## src/rtl/bta_operand_sequencer_pkg.sv

```systemverilog
// Shared types and helpers for the tree-adder operand sequencer.
// Holds the state encoding, sum width derivation and the slot-to-bus mapping.
package bta_operand_sequencer_pkg;

  localparam int unsigned DEF_N         = 16;
  localparam int unsigned DEF_M         = 16;
  localparam int unsigned DEF_ADDER_LAT = 64;

  typedef enum logic [1:0] {
    COLLECT = 2'd0,
    WAIT    = 2'd1,
    RESULT  = 2'd2
  } state_t;

  typedef enum logic [1:0] {
    BUS_A = 2'd0,
    BUS_B = 2'd1,
    BUS_C = 2'd2,
    BUS_D = 2'd3
  } bus_t;

  function automatic int unsigned sum_width(input int unsigned m, input int unsigned n);
    return m + $clog2(n);
  endfunction

  // First half of the frame feeds A/B, second half C/D; even slots A/C, odd B/D.
  function automatic bus_t slot_bus(input int unsigned k, input int unsigned n);
    logic hi;
    logic odd;
    hi  = (k >= n / 2);
    odd = k[0];
    return bus_t'({hi, odd});
  endfunction

  function automatic int unsigned slot_lane(input int unsigned k, input int unsigned n);
    return (k % (n / 2)) >> 1;
  endfunction

endpackage

```

## src/rtl/bta_lat_counter.sv

```systemverilog
// Loadable down-counter with zero flag, used to time the adder latency.
// Stops at zero; a load always wins over counting.
module bta_lat_counter #(
  parameter int unsigned W = 6
) (
  input  logic         clk,
  input  logic         rst,
  input  logic         load,
  input  logic [W-1:0] load_val,
  input  logic         en,
  output logic         zero
);

  logic [W-1:0] count;

  always_ff @(posedge clk) begin
    if (rst) begin
      count <= '0;
    end else if (load) begin
      count <= load_val;
    end else if (en && count != '0) begin
      count <= count - W'(1);
    end
  end

  assign zero = (count == '0);

endmodule

```

## src/rtl/bta_operand_sequencer.sv

```systemverilog
// Operand feeder and result capture for the 16-operand binary-tree adder.
// Packs a stream of operands onto four buses, waits the adder latency, then presents the sum.
module bta_operand_sequencer
  import bta_operand_sequencer_pkg::*;
#(
  parameter int unsigned N         = DEF_N,
  parameter int unsigned M         = DEF_M,
  parameter int unsigned ADDER_LAT = DEF_ADDER_LAT,
  parameter int unsigned SW        = sum_width(DEF_M, DEF_N)
) (
  input  logic              clk,
  input  logic              rst,
  input  logic              in_valid,
  output logic              in_ready,
  input  logic [M-1:0]      in_data,
  input  logic              in_last,
  output logic              out_valid,
  input  logic              out_ready,
  output logic [SW-1:0]     out_sum,
  output logic              out_carry,
  output logic              out_err,
  output logic [M*N/4-1:0]  op_a,
  output logic [M*N/4-1:0]  op_b,
  output logic [M*N/4-1:0]  op_c,
  output logic [M*N/4-1:0]  op_d,
  output logic              op_c0,
  input  logic [SW-1:0]     add_sum,
  input  logic              add_carry
);

  localparam int unsigned CW = $clog2(N);
  localparam int unsigned LW = (ADDER_LAT > 1) ? $clog2(ADDER_LAT) : 1;

  state_t        state;
  state_t        state_next;
  logic [CW-1:0] count;
  logic          hs;
  logic          at_final;
  logic          frame_end;
  logic          frame_err;
  logic          wzero;
  logic          wait_en;
  int unsigned   idx;
  int unsigned   lane;
  bus_t          sel;

  assign op_c0     = 1'b0;
  assign hs        = in_valid && in_ready;
  assign at_final  = (count == CW'(N - 1));
  assign frame_end = hs && (in_last || at_final);
  // Error when in_last and the final slot disagree: early last or a missing last.
  assign frame_err = hs && (in_last != at_final);
  assign wait_en   = (state == WAIT);

  bta_lat_counter #(
    .W(LW)
  ) u_lat (
    .clk      (clk),
    .rst      (rst),
    .load     (frame_end),
    .load_val (LW'(ADDER_LAT - 1)),
    .en       (wait_en),
    .zero     (wzero)
  );

  always_comb begin
    idx  = 32'(count);
    sel  = slot_bus(idx, N);
    lane = slot_lane(idx, N);
  end

  always_ff @(posedge clk) begin
    if (rst) begin
      state <= COLLECT;
    end else begin
      state <= state_next;
    end
  end

  always_comb begin
    state_next = state;
    case (state)
      COLLECT: if (frame_end) state_next = WAIT;
      WAIT:    if (wzero) state_next = RESULT;
      RESULT:  if (out_ready) state_next = COLLECT;
      default: state_next = COLLECT;
    endcase
  end

  always_comb begin
    in_ready  = (state == COLLECT);
    out_valid = (state == RESULT);
  end

  always_ff @(posedge clk) begin
    if (rst) begin
      count     <= '0;
      op_a      <= '0;
      op_b      <= '0;
      op_c      <= '0;
      op_d      <= '0;
      out_sum   <= '0;
      out_carry <= 1'b0;
      out_err   <= 1'b0;
    end else begin
      if (hs) begin
        count <= count + CW'(1);
        case (sel)
          BUS_A: op_a[M*lane +: M] <= in_data;
          BUS_B: op_b[M*lane +: M] <= in_data;
          BUS_C: op_c[M*lane +: M] <= in_data;
          BUS_D: op_d[M*lane +: M] <= in_data;
        endcase
        if (frame_err) out_err <= 1'b1;
      end
      if (state == WAIT && wzero) begin
        out_sum   <= add_sum;
        out_carry <= add_carry;
      end
      if (state == RESULT && out_ready) begin
        count   <= '0;
        op_a    <= '0;
        op_b    <= '0;
        op_c    <= '0;
        op_d    <= '0;
        out_err <= 1'b0;
      end
    end
  end

endmodule

```

## config.mk

```make
export PLATFORM = sky130hd
export DESIGN_NAME = bta_operand_sequencer
export DESIGN_NICKNAME = d
export VERILOG_FILES = /design/src/rtl/bta_operand_sequencer_pkg.sv /design/src/rtl/bta_lat_counter.sv /design/src/rtl/bta_operand_sequencer.sv
export SDC_FILE = /design/constraint.sdc
export NUM_CORES = 1
export LEC_CHECK = 0
export BUFFER_PORTS_ARGS = -buffer_cell sky130_fd_sc_hd__buf_4
export CAP_MARGIN = 20
export CORE_MARGIN = 2
export CORE_UTILIZATION = 25
export DETAILED_ROUTE_END_ITERATION = 12
export PLACE_DENSITY = 0.51
export SETUP_SLACK_MARGIN = 0.15
export SLEW_MARGIN = 10
export SYNTH_ARGS = -nofsm -noshare
export SYNTH_HDL_FRONTEND = slang
export SYNTH_SLANG_ARGS = --single-unit
export TNS_END_PERCENT = 30
```

## constraint.sdc

```tcl
create_clock -name clk -period 2.88 [get_ports clk]
set_input_delay 0.432 -clock clk [delete_from_list [all_inputs] [get_ports clk]]
set_output_delay 0.432 -clock clk [all_outputs]
set_load 0.03 [all_outputs]
```

==> metrics, run 1 <==
status=finished, final reports clean; Seq/Total Area, Yosys=47.6%; largest family of logic cells by synthesized area=compound AO/OA/AOI/OAI gates; average size of a mapped cell=8.49 sq um; simple-gate share of the synthesized area=17.3%; Worst VDD drop=0.257 mV; Worst Setup Start Kind=register; Final Power=0.0102 W; cell count after synthesis=1438; syn nets=1491; Most used DFF post-synth=dfxtp_1; endpoints failing setup=0; largest net degree at the start of global routing=66; TritonCTS clock tree=built; setup repair bufs after CTS=0; pwr/cell area=625 nW/um^2; share of the synthesized area in the top cell type=47.6%; die area=50600 sq um; leakage power=5.87 nW; RSZ-0062 raised after global routing=false; r2r startpoint=count[2]; Root Buffer=clkbuf_16; compound-cell area share of the yosys netlist=25.6%; vias in the first global route=11600; Sequential Area=5810 sq um; Hold-fix buffers, CTS=0; drc violations=0; Min-Delay Path Class=in -> reg; number of max-cap violations=0; crit path time final=2.44 ns; 1st-pass router iterations=5; Max Fclk=409 MHz; Max FO, Critical Path=46; Layout fillers=4962; CTS Sinks=290; post-synthesis mux area share=0.0820%; most frequent cell after synthesis=dfxtp_1; WP data required=3.37 ns; CP Class=reg -> reg; Worst-Skew Late Latency=0.56 ns; post-DP HPWL=31600 microns; die width=225 microns; Post-synth EDFFs=0; row count=80; nets@finish=1676; Synth Warn #=0; synthesis-stage register bit count=290; fin crit share=84.8%; FF-to-FF setup slack=0.44 ns; Post-Route WL=54100 microns; port bufs=321; largest area contributor in the netlist=dfxtp_1; Synth Area in XOR/XNOR=0.144%; CTS Buf Count=36; GP Congestion=0.746; Core Region=47900 sq um; global route overflow=0; mapped cell area=12200 sq um; Worst-Margin Slew=0.929 ns; Yosys cell types=44; io pins=323; Worst Skew=0.0205 ns; detailed-route vias per instance=5.60; initial antenna violation count=1; first-pass GRT wire length=78000 microns; ANT nets after route=0; vias=12700; 1st-iter DRT viols=1443; asr flop ratio synth=0%; Reg clk slew, reported paths=0.06 ns; Synth area leaders=dfxtp_1 (48%), nand4_1 (12%), a21oi_1 (12%); Slew HR=38.0%; post-CTS sizing=0; Multi-input gate area=5520 sq um; Routed WL per cell=23.9 microns; Layout area overhead=33.1%; Worst setup EP type=register; critical path launch point=count[2]; GR Util All Layers=20.4%; max-slew violation count=0; Max Root-Sink Buffers=3; Synth Area in Adders=1.13%; Die H=225 microns; hold_sp=add_sum[4]; layout cells sized above 1=27.1%; WP data arrival=2.93 ns; Post-synth top cells=dfxtp_1 (290), a21oi_1 (284), nand4_1 (230); Final Hold Vio Count=0; H-tree depth=2; # diodes=0; Fin Setup TNS=0 ns; Starting Density=25.5%
[kinds of logic (layout without fill, tap and decap cells)]
logic type,after synthesis,count (layout)
AOI/OAI and AO/OA,575,575
and+or+nand+nor,332,332
DFF,290,290
buffers and inverters,226,435
adders and majority gates,11,11
xor gates and xnor gates,2,2
other,1,1
muxes,1,1
[sequential cells by signal (all words and copies together) (netlist names)]
| signal | cells |
|---|---|
| count | 4 |
| out_sum | 20 |
| op_b | 64 |
| state | 2 |
| op_d | 64 |
| op_c | 64 |
| u_lat.count | 6 |
| out_carry | 1 |
| op_a | 64 |
| out_err | 1 |
[stage by stage]
step | cell area (sq um) | cells | hold slack [ns] | util, % | worst slack (ns)
5_1_grt | 16200 | 2262 | 0.134 | 33.9 | 0.231
4_1_cts | 16200 | 2262 | 0.115 | 33.9 | 0.456
2_1_floorplan | 12200 | 1438 | 0.487 | - | 0.622
6_report | 16200 | 2262 | 0.155 | 33.9 | 0.436
3_3_place_gp | 15000 | 2199 | 0.454 | 31.3 | 0.553
3_5_place_dp | 15000 | 2200 | 0.461 | 31.4 | 0.447
[cell type report]
type,instances,area share (%)
well taps,615,4.74
inverters,9,0.208
multi-input cells,922,34.0
repair buffers,364,17.9
clock inverters,8,0.616
flip-flops and latches,290,35.7
clock buffers,54,6.83
[worst max-delay path, cell delays in order (launching register included)]
cell,delay [ns]
dfxtp_1,0.43
inv_1,0.11
ha_1,0.60
nor4b_2,0.34
buf_4,0.54
nand4_1,0.18
a21oi_1,0.17
[placed cells by master, fill, tap and decap left out, types with 3 or more instances in the layout]
cell type / synthesis / layout
clkbuf_8: 0 / 12
ha_1: 11 / 11
nor2_1: 6 / 6
and4b_1: 6 / 6
o21ai_0: 195 / 195
buf_12: 0 / 14
nor4b_2: 0 / 4
clkbuf_16: 0 / 37
clkbuf_1: 136 / 5
and2_2: 0 / 3
dfxtp_1: 290 / 290
buf_4: 10 / 350
a21oi_1: 284 / 284
nand3_1: 50 / 50
nand4_1: 230 / 230
nor4bb_1: 10 / 7
clkinv_2: 0 / 3
nand2b_1: 4 / 4
nor2b_1: 3 / 3
o31ai_1: 85 / 85
nand2_2: 0 / 3
inv_1: 7 / 7
nor4bb_4: 0 / 3
[routing by layer]
metal	wire length, microns	vias to the layer above	track usage [%]
li1	-	5790	-
met1	22800	6185	27.2
met2	25300	591	32.4
met3	4070	101	4.42
met4	1940	0	7.48
met5	0	-	0
[where the power goes]
group | internal (W) | leakage, nW | switching, W
sequential | 0.00408 | 2.34 | 0.0000521
clock | 0.00283 | 0.597 | 0.00184
combinational | 0.000325 | 2.93 | 0.00102
total | 0.00724 | 5.87 | 0.00292
[path summary, 6_finish.rpt]
path                endpoint  depth (start not counted)
setup / recovery    op_a[35]                          6
setup reg to reg    op_a[35]                          6
hold reg to reg    out_carry                          2
hold / removal    out_sum[4]                          3
No activity file was read; power rests on OpenSTA's default activity.
==> run 2, diff against run 1 <==
Settings changed: PLACE_DENSITY 0.51 to 0.52.
Clock period 2.88 ns to 2.2 ns, I/O delays scaled along.
==> run 2 against run 1 <==
  * Critical path depth fell by 3
  * Via count rose by 0.66%
  * Global-route usage rose by 0.21 points
  * Register-to-register slack got worse by 0.20 ns
  * Critical endpoint is now out_valid
  * Cell count rose by 0.71%
  * Critical path type is now reg -> out
==> metrics, run 2 (synthesized netlist as in run 1, its figures left out) <==
CP max-delay cell=dfxtp_1 (was ha_1); pwr/cell area=811 nW/um^2 (was 625 nW/um^2); Max Root-Sink Buffers=3 (unchanged); Hold-fix buffers, CTS=0 (unchanged); Core Region=47900 sq um (unchanged); met1 WL=23500 microns (was 22800 microns); vias in the first global route=11800 (was 11600); Layout fillers=4918 (was 4962); Root Buffer=clkbuf_16 (unchanged); Top Layer Used=met4 (unchanged); status=finished, final reports clean (unchanged); final cell count without fillers=2278 (was 2262); die area=50600 sq um (unchanged); Die H=225 microns (unchanged); Worst-Margin Slew=0.773 ns (was 0.929 ns); Sequential Area=5810 sq um (about the same); io pins=323 (unchanged); GP Congestion=0.746 (about the same); global route overflow=0 (unchanged); CP Class=reg -> out (was reg -> reg); port bufs=321 (unchanged); Min-Delay Path Class=in -> reg (unchanged); GR Util All Layers=20.6% (was 20.4%); Max Fclk=507 MHz; # diodes=0 (unchanged); H-tree depth=2 (unchanged); Max FO, Critical Path=14 (was 46); Worst Setup Start Kind=register (unchanged); Final Hold Vio Count=0 (unchanged); WP data arrival=1.64 ns (was 2.93 ns); ANT nets after route=0 (unchanged); most common cell after layout, fill and taps aside=buf_4 (unchanged); RSZ-0062 raised after global routing=true (was false); 1st-iter DRT viols=1271 (was 1443); most frequent CP cell=buf_4; Slew HR=48.5% (was 38.0%); CTS Sinks=290 (unchanged); met3 WL=4090 microns (was 4070 microns); WP data required=1.87 ns (was 3.37 ns); initial antenna violation count=0 (was 1); Fin Setup TNS=0 ns (unchanged); Starting Density=25.5% (unchanged); critical-path cell list=nor2b_1 -> buf_4 -> buf_4 (was inv_1 -> ha_1 -> nor4b_2 -> buf_4 -> nand4_1 -> a21oi_1); vias=12800 (was 12700); fin crit share=89.6%; Routed WL per cell=24.0 microns (was 23.9 microns); crit path time final=1.97 ns; Worst VDD drop=0.537 mV (was 0.257 mV); Worst Skew=0.0227 ns (was 0.0205 ns); leakage power=6.01 nW (was 5.87 nW); largest net degree at the start of global routing=77 (was 66); layout cells sized above 1=28.3% (was 27.1%); Worst setup EP type=output port (was register); Reg clk slew, reported paths=0.06 ns (about the same); Placed Cells incl. Taps=2215 (was 2200); die width=225 microns (unchanged); nets@finish=1694 (was 1676); most frequent cells in the layout=buf_4 (356), dfxtp_1 (286), a21oi_1 (284), nand4_1 (230), o21ai_0 (195) (was buf_4 (350), dfxtp_1 (290), a21oi_1 (284), nand4_1 (230), o21ai_0 (195)); post-DP HPWL=32700 microns (was 31600 microns); drc violations=0 (unchanged); Worst-Skew Late Latency=0.56 ns (about the same); first-pass GRT wire length=79100 microns (was 78000 microns); CTS Buf Count=37 (was 36); endpoints failing setup=0 (unchanged); detailed-route vias per instance=5.60 (about the same); Multi-input gate area=5570 sq um (was 5520 sq um); Layout area overhead=35.8% (was 33.1%); 1st-pass router iterations=7 (was 5); WL met2=24900 microns (was 25300 microns); Post-Route WL=54700 microns (was 54100 microns); Critical Path Max Stage Delay=0.63 ns (was 0.60 ns); row count=80 (unchanged); max-slew violation count=0 (unchanged); number of max-cap violations=0 (unchanged); TritonCTS clock tree=built (unchanged)
run 2: changes by cell type in the layout (fill, tap and decap cells not counted), moves of 4 or more:
| cell | change |
|---|---|
| buf_12 | +8 |
| buf_4 | +6 |
| clkbuf_8 | -6 |
| dfxtp_1 | -4 |
| dfxtp_2 | +4 |
| nor4bb_1 | -4 |
| nor4bb_2 | +4 |
run 2: timing repair:
action | CTS | global route
gates resized for setup | 1 | 8
cloned | 0 | 1
buffers inserted | 0 | 1
endpoints found under the setup margin | 2 | 108
run 2: area by class of cell:
cell class,instances,area share [%]
tap,615,4.64
sequential,290,35.1
timing repair buffer,381,19.1
clock inverter,11,0.982
multi-input combinational,922,33.6
clock buffer,50,6.37
inverter,9,0.204
run 2: power by group:
part           total (W)  internal, W  switching [W]
Sequential       0.00541      0.00534      0.0000715
Clock            0.00620      0.00372        0.00248
Combinational    0.00183     0.000493        0.00134
run 2: critical path: cells and delay by family, from the launching register on:
| kind | cells | cell delay, ns |
|---|---|---|
| DFF | 1 | 0.63 |
| buffers and inverters | 2 | 0.33 |
| and+or+nand+nor | 1 | 0.15 |
run 2: metrics by stage:
stage | hold WS, ns | util [%] | setup WS [ns] | cell area, sq um | power [W]
detailed placement | 0.461 | 31.9 | 0.160 | 15300 | 0.00734
global route | 0.0424 | 34.6 | 0.115 | 16600 | 0.0139
finish | 0.0596 | 34.6 | 0.229 | 16600 | 0.0134
global placement | 0.454 | 31.9 | 0.252 | 15300 | 0.00734
floorplan | 0.480 | - | 0.248 | 12300 | 0.00662
CTS | 0.0224 | 34.4 | 0.157 | 16500 | 0.0136
run 2: per-layer routing:
metal	vias to the layer above	track usage, %
met5	-	0
met4	0	8.37
met2	590	31.8
met3	100	4.45
met1	6232	28.0
li1	5828	-
run 2: final timing paths:
| check | from | end | slack (ns) | cells past startpoint |
|---|---|---|---|---|
| worst max register to register | state[0] | op_b[55] | 0.24 | 5 |
| worst min register to register | op_a[7] | op_a[7] | 0.47 | 2 |
| worst min-delay path | add_sum[11] | out_sum[11] | 0.06 | 3 |
| worst max-delay path | state[0] | out_valid | 0.23 | 3 |
